<file path="config.mk">
export PLATFORM = sky130hd
export DESIGN_NAME = pe_weight_loader
export DESIGN_NICKNAME = d
export VERILOG_FILES = /design/src/rtl/pe_weight_loader.sv
export SDC_FILE = /design/constraint.sdc
export NUM_CORES = 1
export LEC_CHECK = 0
export CAP_MARGIN = 15
export CORE_ASPECT_RATIO = 0.7
export CORE_UTILIZATION = 45
export DETAILED_ROUTE_END_ITERATION = 12
export PLACE_DENSITY_LB_ADDON = 0.25
export SYNTH_ARGS = -nofsm -noshare
export SYNTH_HDL_FRONTEND = slang
export SYNTH_SLANG_ARGS = --single-unit
</file>
<file path="constraint.sdc">
create_clock -name clk -period 4.9 [get_ports clk]
set_input_delay 0.735 -clock clk [delete_from_list [all_inputs] [get_ports clk]]
set_output_delay 0.735 -clock clk [all_outputs]
set_load 0.01 [all_outputs]
</file>
<file path="src/rtl/pe_weight_loader.sv">
// Unpacks a weight-buffer word stream into one NSLOT-slot kernel word per kernel (PE_weight_t layout).
// Optional feature macro: WT_LOADER_CHECKSUM_EN (running 16-bit sum of accepted words on checksum).
module pe_weight_loader #(
  parameter int WT_WIDTH = 8,
  parameter int KCNT_W   = 10,
  parameter int NSLOT    = 25
) (
  input  logic                      clk,
  input  logic                      rst_n,
  input  logic                      start,
  input  logic                      kernel_mode,
  input  logic                      bit_mode,
  input  logic [KCNT_W-1:0]         num_kernels,
  input  logic [WT_WIDTH-1:0]       in_data,
  input  logic                      in_valid,
  output logic                      in_ready,
  output logic [NSLOT*WT_WIDTH-1:0] out_weight,
  output logic [KCNT_W-1:0]         out_kidx,
  output logic                      out_valid,
  input  logic                      out_ready,
  output logic                      busy,
  output logic                      done,
  output logic [15:0]               checksum
);

  localparam int HALF = WT_WIDTH / 2;
  localparam int PW   = $clog2(NSLOT + 2);

  typedef enum logic [1:0] {S_IDLE, S_FILL, S_EMIT, S_DONE} state_t;

  state_t              r_state;
  logic                r_kmode;
  logic                r_bmode;
  logic [KCNT_W-1:0]   r_nk;
  logic [KCNT_W-1:0]   r_kidx;
  logic [PW-1:0]       r_wptr;
  logic                r_in_ready;
  logic                r_out_valid;
  logic                r_busy;
  logic                r_done;

  logic [PW-1:0]       w_k;
  logic [PW-1:0]       w_step;
  logic [PW:0]         w_fill_end;
  logic                w_last;
  logic                w_accept;
  logic                w_start_ok;
  logic                w_clear;
  logic [WT_WIDTH-1:0] w_lo;
  logic [WT_WIDTH-1:0] w_hi;

  assign w_k        = r_kmode ? PW'(25) : PW'(9);
  assign w_step     = r_bmode ? PW'(2) : PW'(1);
  assign w_fill_end = {1'b0, r_wptr} + {1'b0, w_step};
  assign w_last     = (w_fill_end >= {1'b0, w_k});
  assign w_accept   = r_in_ready & in_valid;
  assign w_start_ok = (r_state == S_IDLE) & start;
  // Slots restart from zero for every kernel so unused 3*3 slots always read 0.
  assign w_clear    = w_start_ok | (r_out_valid & out_ready);

  assign w_lo = r_bmode ? {{(WT_WIDTH-HALF){in_data[HALF-1]}}, in_data[HALF-1:0]} : in_data;
  assign w_hi = {{(WT_WIDTH-HALF){in_data[WT_WIDTH-1]}}, in_data[WT_WIDTH-1:HALF]};

  always_ff @(posedge clk) begin
    if (!rst_n) begin
      r_state     <= S_IDLE;
      r_kmode     <= 1'b0;
      r_bmode     <= 1'b0;
      r_nk        <= '0;
      r_kidx      <= '0;
      r_wptr      <= '0;
      r_in_ready  <= 1'b0;
      r_out_valid <= 1'b0;
      r_busy      <= 1'b0;
      r_done      <= 1'b0;
    end else begin
      r_done <= 1'b0;
      case (r_state)
        S_IDLE: begin
          if (start) begin
            r_kmode <= kernel_mode;
            r_bmode <= bit_mode;
            r_nk    <= num_kernels;
            r_kidx  <= '0;
            r_wptr  <= '0;
            r_busy  <= 1'b1;
            if (num_kernels != '0) begin
              r_state    <= S_FILL;
              r_in_ready <= 1'b1;
            end else begin
              r_state <= S_DONE;
              r_done  <= 1'b1;
            end
          end
        end
        S_FILL: begin
          if (w_accept) begin
            if (w_last) begin
              r_wptr      <= '0;
              r_in_ready  <= 1'b0;
              r_out_valid <= 1'b1;
              r_state     <= S_EMIT;
            end else begin
              r_wptr <= r_wptr + w_step;
            end
          end
        end
        S_EMIT: begin
          if (out_ready) begin
            r_out_valid <= 1'b0;
            if (r_kidx == r_nk - 1'b1) begin
              r_state <= S_DONE;
              r_done  <= 1'b1;
            end else begin
              r_kidx     <= r_kidx + 1'b1;
              r_in_ready <= 1'b1;
              r_state    <= S_FILL;
            end
          end
        end
        S_DONE: begin
          r_busy  <= 1'b0;
          r_state <= S_IDLE;
        end
        default: r_state <= S_IDLE;
      endcase
    end
  end

  // Each slot lands at its PE_weight_t field position: A_9 on top, then B_6, C_6, D_4.
  genvar gi;
  generate
    for (gi = 0; gi < NSLOT; gi++) begin : g_slot
      localparam int OFF = (gi < 9)  ? (gi + 16) :
                           (gi < 15) ? (gi + 1)  :
                           (gi < 21) ? (gi - 11) : (gi - 21);
      logic [WT_WIDTH-1:0] r_slot;

      always_ff @(posedge clk) begin
        if (!rst_n) begin
          r_slot <= '0;
        end else if (w_clear) begin
          r_slot <= '0;
        end else if (w_accept && (r_wptr == PW'(gi))) begin
          r_slot <= w_lo;
        end else if (w_accept && r_bmode && ((r_wptr + PW'(1)) == PW'(gi)) && (PW'(gi) < w_k)) begin
          r_slot <= w_hi;
        end
      end

      assign out_weight[OFF*WT_WIDTH +: WT_WIDTH] = r_slot;
    end
  endgenerate

`ifdef WT_LOADER_CHECKSUM_EN
  logic [15:0] r_checksum;

  always_ff @(posedge clk) begin
    if (!rst_n) begin
      r_checksum <= 16'd0;
    end else if (w_start_ok) begin
      r_checksum <= 16'd0;
    end else if (w_accept) begin
      r_checksum <= r_checksum + 16'(in_data);
    end
  end

  assign checksum = r_checksum;
`else
  assign checksum = 16'd0;
`endif

  assign in_ready  = r_in_ready;
  assign out_valid = r_out_valid;
  assign out_kidx  = r_kidx;
  assign busy      = r_busy;
  assign done      = r_done;

endmodule

</file>
Yosys cells after proc, flatten, opt, wreduce, memory -nomap -nowiden. Cells that the tools add are included.

$add $sub $neg: 5. $lt $le $gt $ge: 26. Eq/ne operators: 58. Multiplexer cells: 86. Bitwise gates (word level): 5. Reduce and logical (&&, ||, !) cells: 118.

Operators by type and width (count): two-way mux 8 bit (51); equality test 5 bit (second input constant) (18); equality test 5 x 4 -> 1 bit (second input constant) (16); logical AND 1 bit (76); nonzero test 2 bit (29); less-than comparator 5 bit (first input constant) (9); equality test 5 x 3 -> 1 bit (second input constant) (8); less-than comparator 4 x 5 -> 1 bit (first input constant) (8); two-way mux 10 bit (3); equality test 5 x 2 -> 1 bit (second input constant) (4); less-than comparator 3 x 5 -> 1 bit (first input constant) (4); two-way mux 5 bit (4); one-hot mux 10 bit (2 select lines) (1); two-way mux 1 bit (14); two-way mux 2 bit (7); AND reduction 4 bit (3); adder 10 x 1 -> 10 bit (second input constant) (1); equality test 10 bit (1); equality test 5 x 1 -> 1 bit (second input constant) (2); zero test 5 bit (2); less-than comparator 1 x 5 -> 1 bit (first input constant) (2); less-than comparator 2 x 5 -> 1 bit (first input constant) (2); inequality test 2 bit (second input constant) (5); one-hot mux 5 bit (2 select lines) (1); 21 further kinds (27).

Flip-flop bits (word level): 233. Input bits: 25. Output and inout bits: 230. Word-level logic and storage cells: 333.

Longest topological paths before layout.
Depth after elaboration: 6. Depth in mapped cells: 14. Mapped depth without buffers: 12.

Worst setup path before layout. OpenSTA, ideal clock, no wires.

Path type: register to register. From: reg, netlist name r_bmode. To: reg r_done (netlist: done). Setup time: 0.125 ns. Arrival time: 3.023 ns. Data required time: 4.775 ns. Path slack: 1.752 ns. Cell stages (with the launch flop): 15. Path buffers: 2. Period minus slack after synthesis: 3.148 ns. Cell sequence: dfxtp_1 > buf_4 > inv_2 > ha_1 > fa_1 > nand3_1 > xnor2_1 > ha_1 > o31a_1 > mux2_2 > a221oi_1 > clkbuf_1 > a211oi_1 > a21oi_1 > nor3b_2.

RTL lines: end signal, assigned (RTL line 75) `r_done <= 1'b0;`; end signal, assigned (RTL line 77) `r_done <= 1'b0;`; end signal, assigned (RTL line 92) `r_done <= 1'b1;`; end, declared (RTL line 40) `logic r_done;`.

==> results.py <==
metrics = {
    "status": {
        "outcome": "complete, no violations",
    },
    "routing": {
        "routed_wirelength_um": 34900,
        "route.detailed.wl_per_inst_um": 19.2,
        "drcViolationCount": 0,
        "firstDrtPassIters": 5,
        "vias": 10279,
        "final_antenna_net_count": 0,
        "avgViaCountPerCell": 5.66,
        "first_iter_violations": 770,
    },
    "clocking": {
        "clkTransAtPathRegs_ns": 0.06,
        "insertion_delay_ns": 0.52,
        "tritoncts_clock_tree": "done",
        "ctsRootBufferMaster": "sky130_fd_sc_hd__clkbuf_16",
        "tritoncts.num_buffers": 24,
        "cts_max_level": 1,
        "clock_tree_buf_depth": 3,
        "cts_resized": 0,
        "cts_hold_repair.buffers": 0,
        "clock-sinks": 233,
        "cts_setup_buffers": 0,
    },
    "final_layout": {
        "syn2layout_area_growth_pct": 30.2,
        "final_net_count": 1521,
        "layout_cell_share_with_drive_strength_beyond_1_pct": 5.39,
        "fillCellCount": 2064,
        "finish.instance_area_um2": 14000,
        "antenna_cells_inserted": 0,
    },
    "worst_setup_path": {
        "cp_top_family": "compound AO/OA/AOI/OAI gates",
        "cp_data_required_time_ns": 5.30,
        "crit_path_end_kind": "register",
        "timing.critical_path.arrival_ns": 4.05,
        "crit_type": "reg -> reg",
        "path_buf_inv": 2,
        "critical_path.max_stage_delay_ns": 0.65,
        "critPathMostFrequentCell": "sky130_fd_sc_hd__ha_1",
        "worstPathCellList": "inv_2 > ha_1 > fa_1 > nand3_1 > xnor2_1 > ha_1 > o31a_1 > mux2_2 > a221oi_1 > buf_4 > a211oi_1 > a21oi_1 > nor3b_2",
        "timing.critical_path.fanout_max": 10,
        "crit_path_top_delay_cell": "sky130_fd_sc_hd__dfxtp_1",
        "type_of_origin_of_the_critical_path": "register",
    },
    "floorplanning": {
        "design.portCount": 255,
        "dieHeight_um": 131,
        "floorplan.initialDensity_pct": 46.7,
        "die_area_um2": 24500,
        "die_width_um": 187,
        "floorplan.rows": 46,
        "floorplan.core_area_um2": 23000,
    },
    "yosys": {
        "synth_enable_flop_cells": 0,
        "synth.ff_latch_count": 233,
        "synth_area_leaders": "sky130_fd_sc_hd__dfxtp_1 43%, sky130_fd_sc_hd__a21oi_1 8.5%, sky130_fd_sc_hd__mux2i_1 7.9%",
        "synth-warning-count": 0,
        "ys_dominant_reg_cell": "sky130_fd_sc_hd__dfxtp_1",
        "yosys.area.top_type": "sky130_fd_sc_hd__dfxtp_1",
        "sequential_to_total_area_share_from_yosys_stat_pct": 43.4,
        "mean_instance_size_in_the_synthesized_netlist_um2": 8.16,
        "synth_largest_type_area_fraction_pct": 43.4,
        "yosysMostFrequentCell": "sky130_fd_sc_hd__dfxtp_1",
        "ys_types": 62,
        "netlist_top_cells_count": "233 x sky130_fd_sc_hd__dfxtp_1, 183 x sky130_fd_sc_hd__a21oi_1, 151 x sky130_fd_sc_hd__nor2_1",
        "synthesis.instances": 1317,
        "mappedNetlistArea_um2": 10800,
        "postSynth.asyncResetShare_pct": 0,
    },
    "timing": {
        "timing.final.setup_violations": 0,
        "max_slew.worst_pin.slew_ns": 0.925,
        "finalCriticalPeriod_ns": 3.65,
        "clock.fmax_mhz": 274,
        "whs_ns": 0.475,
        "final-hold-violation-count": 0,
        "slew_hr_pct": 38.2,
        "setup_tns_ns": 0,
        "slew_viol_final": 0,
        "fin_skew_ns": 0.00711,
        "final_min_period_over_clock_period_pct": 74.5,
        "rsz0062_at_grt": "no",
    },
    "placement": {
        "hpwl_um": 23200,
        "port_buffers": 238,
        "gp_congestion": 0.834,
        "placed_area_um2": 13200,
    },
    "global_routing": {
        "grt_start_max_net_pins": 96,
        "gr-usage-met3_pct": 6.44,
        "first_pass_grt_wire_length_um": 54000,
        "grt_most_used_layer": "met2",
        "grt_remaining_overflow": 0,
        "gr-usage-all-layers_pct": 27.2,
        "via_count_of_the_first_global_routing_pass": 9524,
        "antenna_found_initial": 0,
        "grt.met1_usage_pct": 38.3,
        "grt_use_met2_pct": 42.0,
    },
    "pwr": {
        "power.density_nw_per_um2": 302,
        "power.static_leakage_nw": 4.69,
        "power.ir.vdd_worst_mv": 0.228,
    },
    "min_path": {
        "hp-class": "reg -> reg",
    },
    "run": {
        "number_of_max_capacitance_violations_reported": 0,
    },
}
[path summary, 6_finish.rpt]
| check | startpoint | to | slack [ns] | cells past startpoint |
|---|---|---|---|---|
| min reg2reg | r_nk[8]$_SDFFE_PN0P_ | r_nk[8]$_SDFFE_PN0P_ | 0.48 | 2 |
| min | r_nk[8]$_SDFFE_PN0P_ | r_nk[8]$_SDFFE_PN0P_ | 0.48 | 2 |
| max | r_bmode$_SDFFE_PN0P_ | done$_SDFF_PN0_ | 1.25 | 13 |
| max reg2reg | r_bmode$_SDFFE_PN0P_ | done$_SDFF_PN0_ | 1.25 | 13 |
[cell type report]
class / count / area (um^2) / area share [%]
multi-input combinational: 963 / 5570 / 39.8
sequential: 233 / 4660 / 33.3
timing repair buffer: 254 / 2510 / 17.9
inverter: 13 / 48.8 / 0.349
clock buffer: 34 / 699 / 5.00
clock inverter: 7 / 114 / 0.813
tap: 312 / 390 / 2.79
[logic make-up (layout without fill, tap and decap cells)]
kind of cell | count (synthesis) | in the layout | synth area share, %
AND/OR/NAND/NOR | 395 | 395 | 16.5
adder cells (fa/ha/maj) | 7 | 7 | 0.885
AO/OA/AOI/OAI | 441 | 441 | 24.1
multiplexers | 86 | 86 | 8.02
buffers and inverters | 136 | 308 | 5.60
other | 1 | 16 | 0.0349
XOR/XNOR | 18 | 18 | 1.47
flip-flops | 233 | 233 | 43.4
[tightest hold or removal path, stage by stage, from the launching register on]
cell and delay, ns:
sky130_fd_sc_hd__dfxtp_1 0.31, sky130_fd_sc_hd__nand2_1 0.05, sky130_fd_sc_hd__a21boi_0 0.06
[layer usage]
layer  wire length, um  vias up
met5                 0        -
met4               584        0
met3              2860       42
met2             15300      383
met1             16200     4895
li1                  -     4959
[metrics by stage]
step / worst slack, ns / instances / power [mW] / util (%)
3_5_place_dp: 1.28 / 1775 / 2.34 / 57.3
2_1_floorplan: 1.75 / 1332 / 2.21 / -
5_1_grt: 0.985 / 1816 / 4.35 / 60.8
6_report: 1.25 / 1816 / 4.22 / 60.8
4_1_cts: 1.28 / 1816 / 4.22 / 60.8
3_3_place_gp: 1.45 / 1775 / 2.33 / 57.3
[registers in the layout, summed over array words and instances (netlist names), 2 cells and up]
signal,flops
g_slot.r_slot,200
out_kidx,10
r_nk,10
r_wptr,5
r_state,2
[layout by cell type, fill, tap and decap left out, types with 15 or more instances in the layout]
master / netlist / final
sky130_fd_sc_hd__nand2_1: 149 / 148
sky130_fd_sc_hd__nand3_1: 23 / 23
sky130_fd_sc_hd__clkdlybuf4s50_1: 0 / 237
sky130_fd_sc_hd__mux2i_1: 85 / 85
sky130_fd_sc_hd__conb_1: 1 / 16
sky130_fd_sc_hd__clkbuf_16: 0 / 25
sky130_fd_sc_hd__a31oi_1: 35 / 35
sky130_fd_sc_hd__nor2_1: 151 / 151
sky130_fd_sc_hd__o21ai_0: 98 / 98
sky130_fd_sc_hd__a21oi_1: 183 / 182
sky130_fd_sc_hd__buf_4: 18 / 15
sky130_fd_sc_hd__dfxtp_1: 233 / 233
sky130_fd_sc_hd__a211oi_1: 80 / 80
sky130_fd_sc_hd__a21boi_0: 15 / 15
[power breakdown]
| group | total, mW | switching, mW | internal, mW |
|---|---|---|---|
| clock | 1.92 | 0.769 | 1.15 |
| sequential | 1.94 | 0.0251 | 1.91 |
| combinational | 0.371 | 0.254 | 0.117 |
| total | 4.22 | 1.05 | 3.18 |
Power figures use the tool's default switching activity.
